File: src/rtl/instr_fetch_unit_pkg.sv
// Shared definitions for the instruction fetch unit: widths, reset PC, FSM states and
// next-PC source codes.
package instr_fetch_unit_pkg;

    localparam int unsigned IFU_ADDR_WIDTH = 26;
    localparam int unsigned IFU_DATA_WIDTH = 32;
    localparam logic [25:0] IFU_RESET_PC   = 26'h0001000;

    typedef enum logic [1:0] {
        StIdle = 2'b00,
        StWait = 2'b01,
        StDone = 2'b10
    } ifu_state_e;

    localparam logic [1:0] PC_SEL_INC = 2'b00;
    localparam logic [1:0] PC_SEL_BR  = 2'b01;
    localparam logic [1:0] PC_SEL_JMP = 2'b10;
    localparam logic [1:0] PC_SEL_REG = 2'b11;

endpackage

File: src/rtl/ifu_next_pc.sv
// Combinational next-PC selection: increment, PC-relative branch, absolute jump or register
// target. All arithmetic wraps modulo 2^ADDR_WIDTH.
module ifu_next_pc
    import instr_fetch_unit_pkg::*;
#(
    parameter int unsigned ADDR_WIDTH = IFU_ADDR_WIDTH
) (
    input  logic [ADDR_WIDTH-1:0] pc,
    input  logic [1:0]            pc_sel,
    input  logic [15:0]           branch_imm,
    input  logic [ADDR_WIDTH-1:0] jump_addr,
    input  logic [31:0]           reg_target,
    output logic [ADDR_WIDTH-1:0] next_pc
);

    logic [ADDR_WIDTH-1:0] pc_inc;
    logic [ADDR_WIDTH-1:0] br_off;

    assign pc_inc = pc + ADDR_WIDTH'(1);
    assign br_off = {{(ADDR_WIDTH-16){branch_imm[15]}}, branch_imm};

    // Only the low address bits of the register are meaningful for jr.
    logic unused_reg_hi;
    assign unused_reg_hi = ^reg_target[31:ADDR_WIDTH];

    always_comb begin
        next_pc = pc_inc;
        unique case (pc_sel)
            PC_SEL_INC: next_pc = pc_inc;
            PC_SEL_BR:  next_pc = pc_inc + br_off;
            PC_SEL_JMP: next_pc = jump_addr;
            PC_SEL_REG: next_pc = reg_target[ADDR_WIDTH-1:0];
            default:    next_pc = pc_inc;
        endcase
    end

endmodule

File: src/rtl/instr_fetch_unit.sv
// Instruction fetch unit: PC register, IDLE/WAIT/DONE fetch FSM and instruction register.
// Define IFU_TIMEOUT_EN to abandon fetches that wait TIMEOUT_CYCLES edges without MEM_READY.
module instr_fetch_unit
    import instr_fetch_unit_pkg::*;
#(
    parameter int unsigned            ADDR_WIDTH     = IFU_ADDR_WIDTH,
    parameter int unsigned            DATA_WIDTH     = IFU_DATA_WIDTH,
    parameter logic [ADDR_WIDTH-1:0]  RESET_PC       = ADDR_WIDTH'(IFU_RESET_PC),
    parameter int unsigned            TIMEOUT_CYCLES = 16
) (
    input  logic                  CLK,
    input  logic                  RST,
    input  logic                  FETCH_REQ,
    input  logic                  PC_LOAD,
    input  logic [1:0]            PC_SEL,
    input  logic [15:0]           BRANCH_IMM,
    input  logic [ADDR_WIDTH-1:0] JUMP_ADDR,
    input  logic [31:0]           REG_TARGET,
    input  logic                  MEM_READY,
    input  logic [DATA_WIDTH-1:0] MEM_DATA_IN,
    output logic                  MEM_READ,
    output logic [ADDR_WIDTH-1:0] MEM_ADDR,
    output logic [DATA_WIDTH-1:0] INSTRUCTION,
    output logic                  INSTR_VALID,
    output logic [ADDR_WIDTH-1:0] PC,
    output logic                  FETCH_BUSY,
    output logic                  FETCH_ERR
);

    ifu_state_e            state_q;
    logic [ADDR_WIDTH-1:0] pc_q;
    logic [ADDR_WIDTH-1:0] mem_addr_q;
    logic [DATA_WIDTH-1:0] instr_q;
    logic                  busy_q;
    logic                  valid_q;
    logic [ADDR_WIDTH-1:0] next_pc;

    ifu_next_pc #(
        .ADDR_WIDTH(ADDR_WIDTH)
    ) u_next_pc (
        .pc        (pc_q),
        .pc_sel    (PC_SEL),
        .branch_imm(BRANCH_IMM),
        .jump_addr (JUMP_ADDR),
        .reg_target(REG_TARGET),
        .next_pc   (next_pc)
    );

`ifdef IFU_TIMEOUT_EN
    localparam int unsigned CntW = $clog2(TIMEOUT_CYCLES + 1);
    logic [CntW-1:0] tmo_cnt_q;
    logic            err_q;
    assign FETCH_ERR = err_q;
`else
    localparam int unsigned unused_timeout = TIMEOUT_CYCLES;
    assign FETCH_ERR = 1'b0;
`endif

    always_ff @(posedge CLK) begin
        if (RST) begin
            state_q    <= StIdle;
            pc_q       <= RESET_PC;
            mem_addr_q <= RESET_PC;
            instr_q    <= '0;
            busy_q     <= 1'b0;
            valid_q    <= 1'b0;
`ifdef IFU_TIMEOUT_EN
            err_q      <= 1'b0;
            tmo_cnt_q  <= '0;
`endif
        end else begin
            valid_q <= 1'b0;
`ifdef IFU_TIMEOUT_EN
            err_q   <= 1'b0;
`endif
            // PC updates in every state; a fetch already issued keeps its latched address.
            if (PC_LOAD) begin
                pc_q <= next_pc;
            end
            unique case (state_q)
                StIdle: begin
                    if (FETCH_REQ) begin
                        mem_addr_q <= pc_q;
                        busy_q     <= 1'b1;
                        state_q    <= StWait;
`ifdef IFU_TIMEOUT_EN
                        tmo_cnt_q  <= '0;
`endif
                    end
                end
                StWait: begin
                    if (MEM_READY) begin
                        instr_q <= MEM_DATA_IN;
                        valid_q <= 1'b1;
                        busy_q  <= 1'b0;
                        state_q <= StDone;
                    end
`ifdef IFU_TIMEOUT_EN
                    else if (tmo_cnt_q == CntW'(TIMEOUT_CYCLES - 1)) begin
                        busy_q  <= 1'b0;
                        err_q   <= 1'b1;
                        state_q <= StIdle;
                    end else begin
                        tmo_cnt_q <= tmo_cnt_q + CntW'(1);
                    end
`endif
                end
                StDone:  state_q <= StIdle;
                default: state_q <= StIdle;
            endcase
        end
    end

    assign MEM_READ    = busy_q;
    assign FETCH_BUSY  = busy_q;
    assign MEM_ADDR    = mem_addr_q;
    assign INSTRUCTION = instr_q;
    assign INSTR_VALID = valid_q;
    assign PC          = pc_q;

endmodule

File: config.mk
export PLATFORM = sky130hd
export DESIGN_NAME = instr_fetch_unit
export DESIGN_NICKNAME = d
export VERILOG_FILES = /design/src/rtl/instr_fetch_unit_pkg.sv /design/src/rtl/ifu_next_pc.sv /design/src/rtl/instr_fetch_unit.sv
export SDC_FILE = /design/constraint.sdc
export NUM_CORES = 1
export LEC_CHECK = 0
export ABC_CLOCK_PERIOD_IN_PS = 6800
export CORE_ASPECT_RATIO = 1.4
export CORE_UTILIZATION = 25
export CTS_BUF_LIST = sky130_fd_sc_hd__clkbuf_4 sky130_fd_sc_hd__clkbuf_8
export DETAILED_ROUTE_END_ITERATION = 10
export DONT_BUFFER_PORTS = 1
export GPL_TIMING_DRIVEN = 0
export SYNTH_ARGS = -nofsm -noshare
export SYNTH_HDL_FRONTEND = slang
export SYNTH_SLANG_ARGS = --single-unit
File: constraint.sdc
create_clock -name CLK -period 6.8 [get_ports CLK]
set_input_delay 0.68 -clock CLK [delete_from_list [all_inputs] [get_ports CLK]]
set_output_delay 0.68 -clock CLK [all_outputs]
set_load 0.03 [all_outputs]
==> results of run 1 <==
flip-flops by register name (all words and copies together) (netlist names):
signal,flops
MEM_ADDR,26
PC,26
INSTR_VALID,1
state_q,2
INSTRUCTION,32
FETCH_BUSY,1
path summary, 6_finish.rpt:
kind | to | slack, ps | cells after the start
max | PC[20] | 2460 | 16
min | INSTRUCTION[8] | 420 | 2
max reg2reg | PC[20] | 2460 | 16
min reg2reg | state_q[0] | 500 | 1
cell usage after synthesis, types with 8 or more instances:
master / instances
xnor2_1: 28
o21ai_0: 20
nor2_1: 35
ha_1: 29
a21o_1: 9
clkbuf_1: 35
nand2_1: 155
nand3_1: 19
xor2_1: 16
nand2b_1: 8
nand4_1: 8
and3_1: 8
inv_1: 12
mux4_2: 13
dfxtp_1: 88
a21oi_1: 95
mux2i_1: 22
layout make-up:
class | instances | share of cell area, %
inverter | 12 | 0.754
tap | 260 | 5.45
buffer | 43 | 2.85
sequential | 88 | 29.5
clock inverter | 7 | 0.922
clock buffer | 9 | 2.07
multi-input combinational | 544 | 58.3
antenna | 5 | 0.209
logic make-up after synthesis:
group / share of synthesized area, %
AND/OR/NAND/NOR: 20.8
AO/OA/AOI/OAI: 19.2
flip-flops: 32.3
buffers and inverters: 3.94
XOR/XNOR: 7.06
multiplexers: 9.61
adder cells (fa/ha/maj): 7.02
other: 0.0687
where the power goes:
part / internal, uW / total, uW / switching (uW)
Sequential: 545 / 645 / 99.8
Clock: 136 / 344 / 208
Combinational: 131 / 317 / 186
through the flow:
stage	utilization (%)	setup slack (ps)	hold slack, ps	total power, uW
3_5_place_dp	27.2	2530	486	974
5_1_grt	28.1	2230	413	1380
4_1_cts	28.0	2480	407	1320
2_1_floorplan	-	3110	454	888
6_report	28.1	2460	423	1310
3_3_place_gp	27.2	2540	478	969
per-layer routing:
metal  vias to the layer above  GRT usage [%]  wire length, um
li1                       2444              -                -
met1                      2248           17.2             6990
met5                         -              0                0
met4                         0           9.62              816
met3                        39           4.20             1340
met2                       196           30.4             9410
==> results by group, run 1 <==
Logic synthesis
  – Register area share after synthesis: 32.3%
  – Top cells by area, synth: dfxtp_1, nand2_1, a21oi_1
  – Synthesized area: ~5500 um^2
  – Yosys top cell area share: 32.3%
  – Synthesis Warnings: 0
  – Async SR Flop Fraction: 0%
  – Number of flops mapped to enable cells by yosys: 0
  – Cell taking the most area after synthesis: dfxtp_1
  – Main synth FF type: dfxtp_1
  – Post-synthesis cell count: 687
  – Syn avg cell area: 7.94 um^2
  – Synth unique cells: 54
  – Synth Register Bits: 88
  – Post-Syn Nets: 830

Clocking
  – Clock transition at path regs: 100 ps
  – Skew-Pair Late Insertion Delay: 380 ps
  – Cts bufs inserted: 9
  – Post-CTS setup buffer count: 0
  – Resized cells post-CTS: 0
  – Clock sinks: 88
  – CTS Hold Bufs: 0
  – H-tree depth: 3
  – Clock buffer depth: 2
  – CTS tree: yes
  – CTS root buffer: clkbuf_8

Global routing
  – Largest net degree at the start of global routing: 17
  – Antenna violations before repair: 5
  – Grt ovf: 0
  – First-pass GRT wire length: 28.0 mm
  – Tot GR Track Use: 16.7%
  – Number of global-route vias before repair: 4,916

Placement
  – Dpl hpwl: 15.1 mm
  – Placed insts: 947
  – IO Port Bufs: 0
  – Routability cong.: 0.904
  – Placed Area: 5780 um^2

Finish
  – Finished Layout Cells: 968
  – Layout fillers: 2,302
  – Fin area: approximately 6000 um^2
  – Most common cell after layout, fill and taps aside: nand2_1
  – Area occupied by multi-input gates: 3480 um^2
  – Nets: 841
  – Most frequent cells in the layout: nand2_1, a21oi_1, dfxtp_1
  – Register area: 1760 um^2
  – Layout cells sized above 1: 5.41%
  – Area delta synth->final: 9.47%

Min path
  – Min-delay worst type: in -> reg
  – Min-delay src: MEM_DATA_IN[8]

Power and ir drop
  – Cell Pwr Density: approximately 220 nW/um^2
  – VDD IR-drop max: about 0.07 mV
  – Leak: 0.00223 uW

Worst setup path
  – CP bufs+invs: 3
  – Cells along the critical path: clkbuf_1 -> and4_1 -> and4_1 -> buf_2 -> nand2_1 -> xnor2_1 -> ha_1 -> clkbuf_1 -> a21o_1 -> a211oi_1 -> o22a_1 -> o31a_1 -> o21ai_2 -> xnor2_1 -> mux4_2 -> a22o_1
  – Crit end category: flip-flop
  – Worst Path Arrival: around 4600 ps
  – Cell family with most CP delay: compound AO/OA/AOI/OAI gates
  – Worst EP required: 7080 ps
  – CP Max Fanout: 9
  – Critical Path Start: PC[2]
  – Critical setup path kind: reg -> reg
  – Worst path max stage delay: 530 ps
  – Startpoint types: flip-flop
  – Crit path max-delay cell type: dfxtp_1
  – Reg-to-reg startpoint: PC[2]

Floorplan
  – IO Count: 201
  – Die width: 127 um
  – Die H: 177 um
  – Initial Util: about a quarter
  – Total die area: approximately 22,000 um^2
  – Core area: 21,300 um^2
  – Std-Cell Rows: 63

Routing
  – Remaining antenna violation count: 0
  – Wirelength per Cell: approximately 19 um
  – DR iter-0 viols: 245
  – DRC errors left: 0
  – 1st-pass router iterations: 4
  – DR vias/cell: approximately 5.1
  – Post-Route WL: 18.6 mm
  – DR vias: about 4,900

Outcome
  – Status: completed

Timing
  – Final min period: ~4300 ps
  – RSZ-0062 raised after global routing: no
  – Fin. max-slew vios: 0
  – Worst Tran Pin Value: 982 ps
  – Slew margin rel.: 34.5%
  – Setup TNS: 0 ps
  – Crit share post-route: 63.9%
  – # setup viols final: 0
  – Fin. Hold Viols: 0
  – Skew final: 15.7 ps
  – Fmax: 230 MHz

Flow run
  – Max-Cap Viols: 0
Power figures use the tool's default switching activity.
==> run 2, diff against run 1 <==
ABC_CLOCK_PERIOD_IN_PS = 4200   (was 6800)
clock period = 4.2 ns   (was 6.8 ns; I/O delays follow)
==> run 2 against run 1 <==
  * Die area is the same
  * Register-to-register slack got worse by 2200 ps
  * Clock-buffer cell count unchanged
  * Flip-flop and latch count unchanged
  * Critical path depth did not move
  * Design area grew 0.40%
  * Non-clock buffer count down 1
  * Sequential share of layout area about the same
  * Clock power rose by 61%
==> results by group, run 2 (synthesized netlist as in run 1, its figures left out) <==
Power and ir drop
  – VDD IR-drop max: 0.113 mV
  – Leak: 0.00225 uW
  – Overall Power: 2120 uW
  – Cell Pwr Density: 353 nW/um^2

Min path
  – Min-delay src: MEM_DATA_IN[8]
  – Min-delay worst type: in -> reg

Finish
  – Most common cell after layout, fill and taps aside: nand2_1
  – Nets: 840
  – Util after Layout: 28.2%
  – Layout cells sized above 1: under 10%
  – Most frequent cells in the layout: nand2_1, a21oi_1, dfxtp_1
  – Largest register FFs: 32
  – Area delta synth->final: 9.91%

Timing
  – RSZ-0062 raised after global routing: no
  – Crit share post-route: 95.0%
  – Fin. max-slew vios: 0
  – Fmax: 251 MHz
  – Setup TNS: 0 ps
  – # setup viols final: 0
  – Final min period: 3990 ps
  – Skew final: 16.2 ps
  – Worst Tran Pin Value: 989 ps
  – Fin. Hold Viols: 0
  – Slew margin rel.: 34.1%

Global routing
  – GR Util met3: roughly 4.2%
  – Tot GR Track Use: 16.7%
  – Grt ovf: 0
  – Number of global-route vias before repair: 4,916
  – Antenna violations before repair: 5
  – GR met2 Demand/Resource: a little under a third
  – GRT Max-Usage Layer: met2
  – First-pass GRT wire length: between 20 and 30 mm
  – Largest net degree at the start of global routing: 17
  – Met1 usage: 17.2%

Flow run
  – Max-Cap Viols: 0

Floorplan
  – Initial Util: 25.6%
  – Die width: 127 um
  – Die H: 177 um
  – Total die area: 22,400 um^2
  – IO Count: between 200 and 250
  – Std-Cell Rows: 63
  – Core area: 21,300 um^2

Worst setup path
  – Reg-to-reg startpoint: PC[2]
  – CP Max Fanout: 9
  – Worst Path Arrival: 4260 ps
  – Worst EP required: 4470 ps
  – Startpoint types: flip-flop
  – Crit end category: flip-flop
  – Critical setup path kind: reg -> reg
  – Worst R2R Setup Slack: 210 ps
  – Critical Path Start: PC[2]

Routing
  – Wirelength per Cell: ~19 um
  – DR vias/cell: 5.14
  – 1st-pass router iterations: 4
  – Post-Route WL: 18.6 mm
  – DRC errors left: 0
  – Remaining antenna violation count: 0
  – DR iter-0 viols: 249
  – DR vias: 4,969

Clocking
  – Clock sinks: roughly 90
  – Clock buffer depth: 2
  – Clock transition at path regs: 100 ps
  – CTS root buffer: clkbuf_8
  – Skew-Pair Late Insertion Delay: 380 ps
  – CTS tree: yes
  – CTS Hold Bufs: 0
  – Cts bufs inserted: 9
  – Post-CTS setup buffer count: 0
  – H-tree depth: 3

Placement
  – Routability cong.: 0.904
  – Dpl hpwl: 15.1 mm
  – IO Port Bufs: 0

Outcome
  – Status: completed
## run 2: cell types whose count changed in the layout (fill, tap and decap cells not counted), sizes merged
cell  delta
buf      -1
## run 2: layer usage
metal	vias up	share of wire (%)
met5	-	0
met4	0	4.4
met1	2263	38
met3	39	7.3
li1	2444	-
met2	223	51
## run 2: final timing paths
| path | to | depth (start not counted) |
|---|---|---|
| max | PC[20] | 16 |
| min | INSTRUCTION[8] | 2 |
| max reg2reg | PC[20] | 16 |
| min reg2reg | state_q[0] | 1 |
## run 2: cell type report
class                   count  area [um^2]
plain buffers              42          173
multi-input cells         544         3490
fillers                  2302        15300
clock buffers               9          124
flip-flops and latches     88         1770
clock inverters             7         55.1
diodes                      5         12.5
inverters                  12         45.0
well taps                 260          325
## run 2: report_power, final
part           total (uW)  leakage, uW  internal, uW  switching [uW]
Clock                 555    0.0000862           220             335
Combinational         517      0.00144           214             303
Sequential           1050     0.000720           884             162
Total                2120      0.00225          1320             800
## run 2: per-stage QoR
step                hold slack (ps)  instances  instance area (um^2)  setup slack, ps
global placement                478        947                  5780            -55.1
floorplan                       454        687                  5460              515
finish                          163        967                  6000              211
detailed placement              486        947                  5780            -71.4
global route                    153        967                  6000             6.31
CTS                             147        963                  5970             62.5
## run 2: worst max-delay path, stage by stage (launching register included)
cell and delay (ps):
dfxtp_2 440, clkbuf_4 230, and4_1 270, and4_1 210
clkbuf_4 200, nand2_1 100, xnor2_2 200, ha_1 260
clkbuf_1 190, a21o_1 200, a211oi_1 260, o22a_1 180
o31a_1 200, o21ai_2 110, xnor2_1 130, mux4_2 470
a22o_1 210
## run 2: repair_timing
| item | CTS | global route |
|---|---|---|
| endpoints found under the setup margin | 4 | 6 |
| resized for setup | 4 | 7 |
| pin swaps | 0 | 0 |
==> run 3, diff against run 2 <==
CORE_MARGIN = 2   (was unset)
==> run 3 against run 2 <==
  * Via count barely moved
  * Maximum frequency fell by 0.61%
  * Flip-flop and latch count did not move
  * Sequential power barely moved
  * Non-clock buffer count did not move
  * Final cell count rose by 0.10%
  * Critical path depth fell by 1
  * Critical path type unchanged
==> results by group, run 3 (synthesized netlist as in run 1, its figures left out) <==
Clocking
  – Skew-Pair Late Insertion Delay: roughly 360 ps
  – Clock buffer depth: 2
  – CTS root buffer: clkbuf_8
  – H-tree depth: 3
  – CTS tree: yes
  – Resized cells post-CTS: 2
  – Cts bufs inserted: 9
  – CTS Hold Bufs: 0
  – Post-CTS setup buffer count: 0
  – Clock sinks: 88
  – Clock transition at path regs: 90 ps

Finish
  – Register area: around 1800 um^2
  – Most frequent cells in the layout: nand2_1, a21oi_1, dfxtp_1
  – Area occupied by multi-input gates: 3510 um^2
  – Nets: 840
  – Fin area: 6030 um^2
  – Area delta synth->final: 10.6%
  – Layout fillers: 2,357
  – Util after Layout: 27.9%
  – Largest register FFs: 32
  – Most common cell after layout, fill and taps aside: nand2_1
  – Layout cells sized above 1: under 10%

Timing
  – Final min period: between 4000 and 5000 ps
  – Crit share post-route: 95.6%
  – Fin. Hold Viols: 0
  – Skew final: 8.29 ps
  – Fin. max-slew vios: 0
  – RSZ-0062 raised after global routing: no
  – # setup viols final: 0
  – Slew margin rel.: 32.6%
  – Fmax: 249 MHz
  – Worst Tran Pin Value: 1010 ps
  – Setup ws final: around 190 ps
  – Setup TNS: 0 ps

Global routing
  – First-pass GRT wire length: 27.5 mm
  – Antenna violations before repair: 2
  – Largest net degree at the start of global routing: 16
  – Number of global-route vias before repair: 4,646
  – Tot GR Track Use: between 15 and 20%
  – Grt ovf: 0

Floorplan
  – Die width: 129 um
  – Core area: between 20,000 and 25,000 um^2
  – IO Count: 201
  – Initial Util: about 25%
  – Die H: 179 um
  – Std-Cell Rows: 64
  – Total die area: roughly 23,000 um^2

Worst setup path
  – Worst EP required: between 4000 and 5000 ps
  – Crit end category: flip-flop
  – FF-to-FF End: PC[20]
  – Cells along the critical path: and3_1 -> and4_1 -> clkbuf_4 -> nand2_1 -> xnor2_2 -> ha_1 -> clkbuf_1 -> a21o_1 -> a211oi_1 -> o22a_1 -> o31a_1 -> o21ai_2 -> xnor2_1 -> mux4_2 -> a22o_1
  – Crit path max-delay cell type: dfxtp_1
  – Reg2reg path depth: 15
  – Startpoint types: flip-flop
  – CP Max Fanout: 9
  – Worst path max stage delay: 680 ps
  – Worst R2R Setup Slack: around 190 ps
  – Reg-to-reg startpoint: PC[5]
  – Worst Path Arrival: 4280 ps
  – Critical setup path kind: reg -> reg
  – Critical Path Start: PC[5]
  – Critical Path End: PC[20]

Routing
  – DR iter-0 viols: 287
  – Metal2 WL: roughly 9.9 mm
  – DR vias/cell: 5.13
  – Remaining antenna violation count: 0
  – Met3 routed WL: ~1.3 mm
  – Post-Route WL: between 15 and 20 mm
  – 1st-pass router iterations: 5
  – DRC errors left: 0
  – DR vias: 4,965
  – Top Layer Used: met4
  – Wirelength per Cell: 19.6 um
  – M1 WL: about 7 mm

Placement
  – Dpl hpwl: roughly 15 mm
  – Routability cong.: 0.877
  – Placed Area: 5790 um^2
  – Place WS: -37.5 ps
  – IO Port Bufs: 0

Power and ir drop
  – Cell Pwr Density: 361 nW/um^2
  – VDD IR-drop max: 0.125 mV
  – Leak: about 0.0023 uW

Min path
  – Min-delay worst type: in -> reg

Flow run
  – Max-Cap Viols: 0

Outcome
  – Status: completed
==> run 3: routing by layer <==
layer,up-vias,track usage [%]
met4,0,7.34
met5,-,0
li1,2429,-
met3,26,3.73
met1,2311,16.5
met2,199,30.0
==> run 3: power by group <==
group	leakage, uW	switching (uW)	total (uW)	internal, uW
Combinational	0.00145	307	524	216
Sequential	0.000720	163	1050	884
Clock	0.0000989	317	611	293
Total	0.00227	787	2180	1390
==> run 3: worst min-delay path by stage <==
stage	startpoint	end	slack [ps]	depth (start not counted)
2_1_floorplan	state_q[1]	state_q[0]	450	1
3_3_place_gp	state_q[1]	state_q[0]	490	1
3_5_place_dp	state_q[0]	state_q[0]	500	2
4_1_cts	MEM_DATA_IN[17]	INSTRUCTION[17]	160	2
5_1_grt	MEM_DATA_IN[14]	INSTRUCTION[14]	160	2
6_report	MEM_DATA_IN[7]	INSTRUCTION[7]	180	2
==> run 3: worst max-delay path: cells and delay by family (launching register included) <==
| kind | cells | cell delay [ps] |
|---|---|---|
| AO/OA/AOI/OAI | 6 | 1180 |
| flip-flops | 1 | 680 |
| AND/OR/NAND/NOR | 3 | 580 |
| multiplexers | 1 | 470 |
| buffers and inverters | 2 | 400 |
| adder cells (fa/ha/maj) | 1 | 300 |
| XOR/XNOR | 2 | 290 |
==> run 3: final cells by class <==
cell class              instances  share of cell area, %
diodes                          2                 0.0829
plain buffers                  42                   2.82
clock buffers                  10                   2.28
clock inverters                 6                   1.12
inverters                      12                  0.746
multi-input cells             544                   58.2
flip-flops and latches         88                   29.3
well taps                     264                   5.47
==> run 3: stage by stage <==
stage / std cells / total power (uW) / hold WS, ps
after floorplan: 687 / 1440 / 454
after global placement: 951 / 1570 / 485
after detailed placement: 951 / 1580 / 495
after CTS: 967 / 2210 / 157
after global routing: 968 / 2310 / 165
final: 968 / 2180 / 184
